`src/rtl/burst_write_fsm_pkg.sv`:
```
// Shared FIFO control package: state encoding common to the read- and write-side
// FSMs, default sizes and the burst-index width helper.
package burst_write_fsm_pkg;

  typedef enum logic [1:0] {
    IDLE  = 2'd0,
    BURST = 2'd1,
    DONE  = 2'd2
  } state_t;

  localparam int unsigned COUNTER_LEN_DEF = 8;
  localparam int unsigned DATA_W_DEF      = 8;

  // Index width for a burst of len words; a single-bit floor keeps the port legal.
  function automatic int unsigned cnt_w(input int unsigned len);
    return (len < 2) ? 1 : $clog2(len);
  endfunction

endpackage

```
`src/rtl/burst_write_fsm_mod_counter.sv`:
```
// Wrap-around up-counter: counts 0..MODULUS-1 while enabled, cleared asynchronously.
module mod_counter #(
  parameter int unsigned     WIDTH   = 8,
  parameter longint unsigned MODULUS = 256
) (
  input  logic             clk,
  input  logic             rst_n,
  input  logic             i_en,
  output logic [WIDTH-1:0] o_q
);

  localparam logic [WIDTH-1:0] LAST = WIDTH'(MODULUS - 64'd1);

  logic [WIDTH-1:0] r_q;

  always_ff @(posedge clk or negedge rst_n) begin
    if (!rst_n) begin
      r_q <= '0;
    end else if (i_en) begin
      r_q <= (r_q == LAST) ? '0 : r_q + WIDTH'(1);
    end
  end

  assign o_q = r_q;

endmodule

```
`src/rtl/burst_write_fsm.sv`:
```
// FIFO write-side burst engine: on a start request writes COUNTER_LEN words of a
// continuous incrementing data sequence, stalling on full, then pulses done.
module burst_write_fsm
  import burst_write_fsm_pkg::*;
#(
  parameter int unsigned COUNTER_LEN = COUNTER_LEN_DEF,
  parameter int unsigned DATA_W      = DATA_W_DEF
) (
  input  logic                            clk,
  input  logic                            rst,
  input  logic                            en,
  input  logic                            full,
  output logic                            write,
  output logic [DATA_W-1:0]               wdata,
  output logic [cnt_w(COUNTER_LEN)-1:0]   counter_out,
  output logic                            busy,
  output logic                            done
);

  localparam int unsigned     CNT_W    = cnt_w(COUNTER_LEN);
  localparam logic [CNT_W-1:0] LAST_IDX = CNT_W'(COUNTER_LEN - 1);
  localparam longint unsigned DATA_MOD = 64'd1 << DATA_W;

  state_t r_state;
  logic   r_busy;
  logic   r_done;
  logic   w_write;
  logic   w_last;

  // The strobe is purely state and backpressure so a full FIFO blocks it in the same cycle.
  assign w_write = (r_state == BURST) && !full;
  assign w_last  = (counter_out == LAST_IDX);

  mod_counter #(
    .WIDTH   (CNT_W),
    .MODULUS (64'(COUNTER_LEN))
  ) u_idx_cnt (
    .clk   (clk),
    .rst_n (rst),
    .i_en  (w_write),
    .o_q   (counter_out)
  );

  // Data sequence runs across bursts; only reset returns it to zero.
  mod_counter #(
    .WIDTH   (DATA_W),
    .MODULUS (DATA_MOD)
  ) u_data_cnt (
    .clk   (clk),
    .rst_n (rst),
    .i_en  (w_write),
    .o_q   (wdata)
  );

  always_ff @(posedge clk or negedge rst) begin
    if (!rst) begin
      r_state <= IDLE;
      r_busy  <= 1'b0;
      r_done  <= 1'b0;
    end else begin
      case (r_state)
        IDLE: begin
          r_done <= 1'b0;
          if (en) begin
            r_state <= BURST;
            r_busy  <= 1'b1;
          end
        end
        BURST: begin
          if (w_write && w_last) begin
            r_state <= DONE;
            r_done  <= 1'b1;
          end
        end
        DONE: begin
          r_state <= IDLE;
          r_busy  <= 1'b0;
          r_done  <= 1'b0;
        end
        default: begin
          r_state <= IDLE;
          r_busy  <= 1'b0;
          r_done  <= 1'b0;
        end
      endcase
    end
  end

  assign write = w_write;
  assign busy  = r_busy;
  assign done  = r_done;

endmodule

```
`config.mk`:
```
export PLATFORM = sky130hd
export DESIGN_NAME = burst_write_fsm
export DESIGN_NICKNAME = d
export VERILOG_FILES = /design/src/rtl/burst_write_fsm_pkg.sv /design/src/rtl/burst_write_fsm_mod_counter.sv /design/src/rtl/burst_write_fsm.sv
export SDC_FILE = /design/constraint.sdc
export NUM_CORES = 1
export LEC_CHECK = 0
export ABC_AREA = 1
export CORE_MARGIN = 10
export CORE_UTILIZATION = 50
export CTS_BUF_LIST = sky130_fd_sc_hd__clkbuf_8
export DETAILED_ROUTE_END_ITERATION = 7
export GPL_TIMING_DRIVEN = 1
export HOLD_SLACK_MARGIN = 0.03
export PLACE_DENSITY = 0.8
export SYNTH_ARGS = -nofsm -noshare
export SYNTH_HDL_FRONTEND = slang
export SYNTH_SLANG_ARGS = --single-unit
```
`constraint.sdc`:
```
create_clock -name clk -period 1.7 [get_ports clk]
set_clock_uncertainty 0.1 [all_clocks]
set_input_delay 0.34 -clock clk [delete_from_list [all_inputs] [get_ports clk]]
set_output_delay 0.34 -clock clk [all_outputs]
set_load 0.005 [all_outputs]
```
==> metrics.txt, run 1 <==
CTS tree=yes; Final Max Slew Viols=0; critical path class=in2out; CP Max Fanout=2; nets=116; DRC=0; row count=14; most common cell after layout, fill and taps aside=nand2_1; wire length per cell=13.9 um; drt pass-1 iters=4; Yosys cell types=19; TritonCTS buffer count=3; PD cells=1620 mW/mm2; RR Startpoint=u_data_cnt.o_q[0]; reg-to-reg setup timing slack=0.21 ns; Synthesized Nets=91; Die Y=59.2 um; vias in the first global route=between 600 and 700; Overall Global Routing Usage=a little over a tenth; CP endpoint kind=primary output; Main synth FF type=dfrtp_1; number of synthesized register bits=15; Placer Congestion=0.743; I/O Buffers=17; status=finished, final reports clean; CTS root buffer=clkbuf_8; R2R Path End=u_data_cnt.o_q[3]; unrepaired setup endpoints after global routing=false; Hold Slack=approximately 0.30 ns; core footprint=0.00149 mm2; clk sinks=15; IO Pins=18; final wirelength=1.72 mm; antenna cells=0; R2R depth=6; post-DP HPWL=1.26 mm; Rel. slew slack=86.3%; Worst Max-Slew Pin Slew=0.205 ns; Final Critical Period=1.64 ns; maximum clock insertion buffer count=2; Die X-Extent=roughly 60 um; Hold Crit Class=in2async; first-pass GRT wire length=approximately 2.9 mm; Setup Viol. Count Final=0; Detail Route Antenna Nets=0; gr ovfl total=0; # H-tree levels=1; fmax=just over 600 MHz; CP Data Required Time=1.26 ns; commonest non-fill, non-tap cells in the layout=nand2_1 (23), clkdlybuf4s50_1 (16), dfrtp_1 (12); period utilisation layout=96.3%; Leak=0.545 nW; maxcap violations=0; vias=631; worst path arrival time=1.20 ns; sequential area share after synthesis=a little under 50%; Synth Cell Area=769 um2; area delta synth->final=33.0%; Detailed Route Iter0 Violations=17; die area=0.00351 mm2; Post-synth ARST share=100%; clk slew on worst S/H paths=0.07 ns; starting density of the core=51.7%; Synth Area per Inst=9.16 um2; Ys Warns=0; CP Launch Point=full; peak supply drop=0.962 mV; Layout Utilization=between 60% and 70%; via/cell ratio=5.09; CP startpoint kind=input pin; synthesized instance count=84; CP Capture Point=write; worst skew pair latency=0.25 ns; final hold vios=0; share of layout cells above drive strength 1=21.3%; largest net degree at the start of global routing=16; initial antenna violation count=0; number of synthesized flops with an enable pin=0
## report_power, final
group	total, mW	internal [mW]	switching [mW]
registers	0.640	0.501	0.139
clock network	0.295	0.162	0.133
logic	0.725	0.410	0.315
## kinds of logic after synthesis
logic type / count (synthesis) / share of synthesized area (%)
buffers and inverters: 12 / 7.32
DFF: 15 / 48.8
adders and majority gates: 3 / 4.88
AOI/OAI and AO/OA: 5 / 4.55
and+or+nand+nor: 46 / 29.1
xor gates and xnor gates: 3 / 5.37
## final cells by class
class                      instances  area (um2)
inverter                          11        41.3
multi-input combinational         57         338
fill                             128         465
sequential                        15         379
tap                               16        20.0
clock buffer                       3        41.3
timing repair buffer              21         199
clock inverter                     1        5.00
## flip-flops by register name, summed over array words and instances, names as in the netlist
register / flops
u_data_cnt.o_q: 8
u_idx_cnt.o_q: 3
r_state: 2
busy: 1
done: 1
## cells in the mapped netlist (2+ instances only)
library cell	n	area [um2]
nand2_4	2	22.5
inv_1	10	37.5
dfrtp_1	15	375
o21ai_0	2	10.0
nor2_4	2	22.5
nor2_1	8	30.0
nand2_1	23	86.3
ha_1	3	37.5
xnor2_2	2	32.5
nand3_1	8	40.0
## how the worst min path moves through the flow
stage / startpoint / to / slack, ns / depth (start not counted)
5_1_grt: rst / u_data_cnt.o_q[7] / 0.31 / 2
3_3_place_gp: busy / busy / 0.37 / 2
4_1_cts: rst / u_data_cnt.o_q[7] / 0.30 / 2
2_1_floorplan: rst / busy / -0.06 / 0
3_5_place_dp: busy / busy / 0.39 / 2
6_report: rst / u_data_cnt.o_q[7] / 0.30 / 2
## worst max-delay path: stages
cell	delay, ns
clkdlybuf4s50_1	0.46
nor2_4	0.14
dlygate4sd2_1	0.25
## what timing repair did
action / CTS / global route
setup endpoints to repair: 1 / 4
setup buffers: 0 / 1
hold buffers: 0 / 0
gates resized for setup: 1 / 3
## layer usage
metal | GRT usage [%] | wire length (um)
met1 | 11.3 | 735
met2 | 16.6 | 808
met3 | 5.15 | 152
met4 | 5.25 | 27
met5 | 0 | 0
## per-stage QoR
stage | std cells | power (mW) | cell area, um2 | worst slack [ns] | setup TNS (ns)
4_1_cts | 123 | 1.66 | 1010 | 0.0189 | 0
2_1_floorplan | 84 | 0.984 | 769 | 0.382 | 0
6_report | 124 | 1.66 | 1020 | 0.0636 | 0
3_5_place_dp | 119 | 1.35 | 967 | -0.210 | -0.210
3_3_place_gp | 119 | 1.32 | 967 | -0.214 | -0.214
5_1_grt | 124 | 1.79 | 1020 | 0.0222 | 0
No activity file was read; power rests on OpenSTA's default activity.
==> run 2, diff against run 1 <==
- HOLD_SLACK_MARGIN: 0.03 -> 0.05
==> results of run 2 <==
Same layout as run 1: the final DEF is identical, and so are final timing and power.
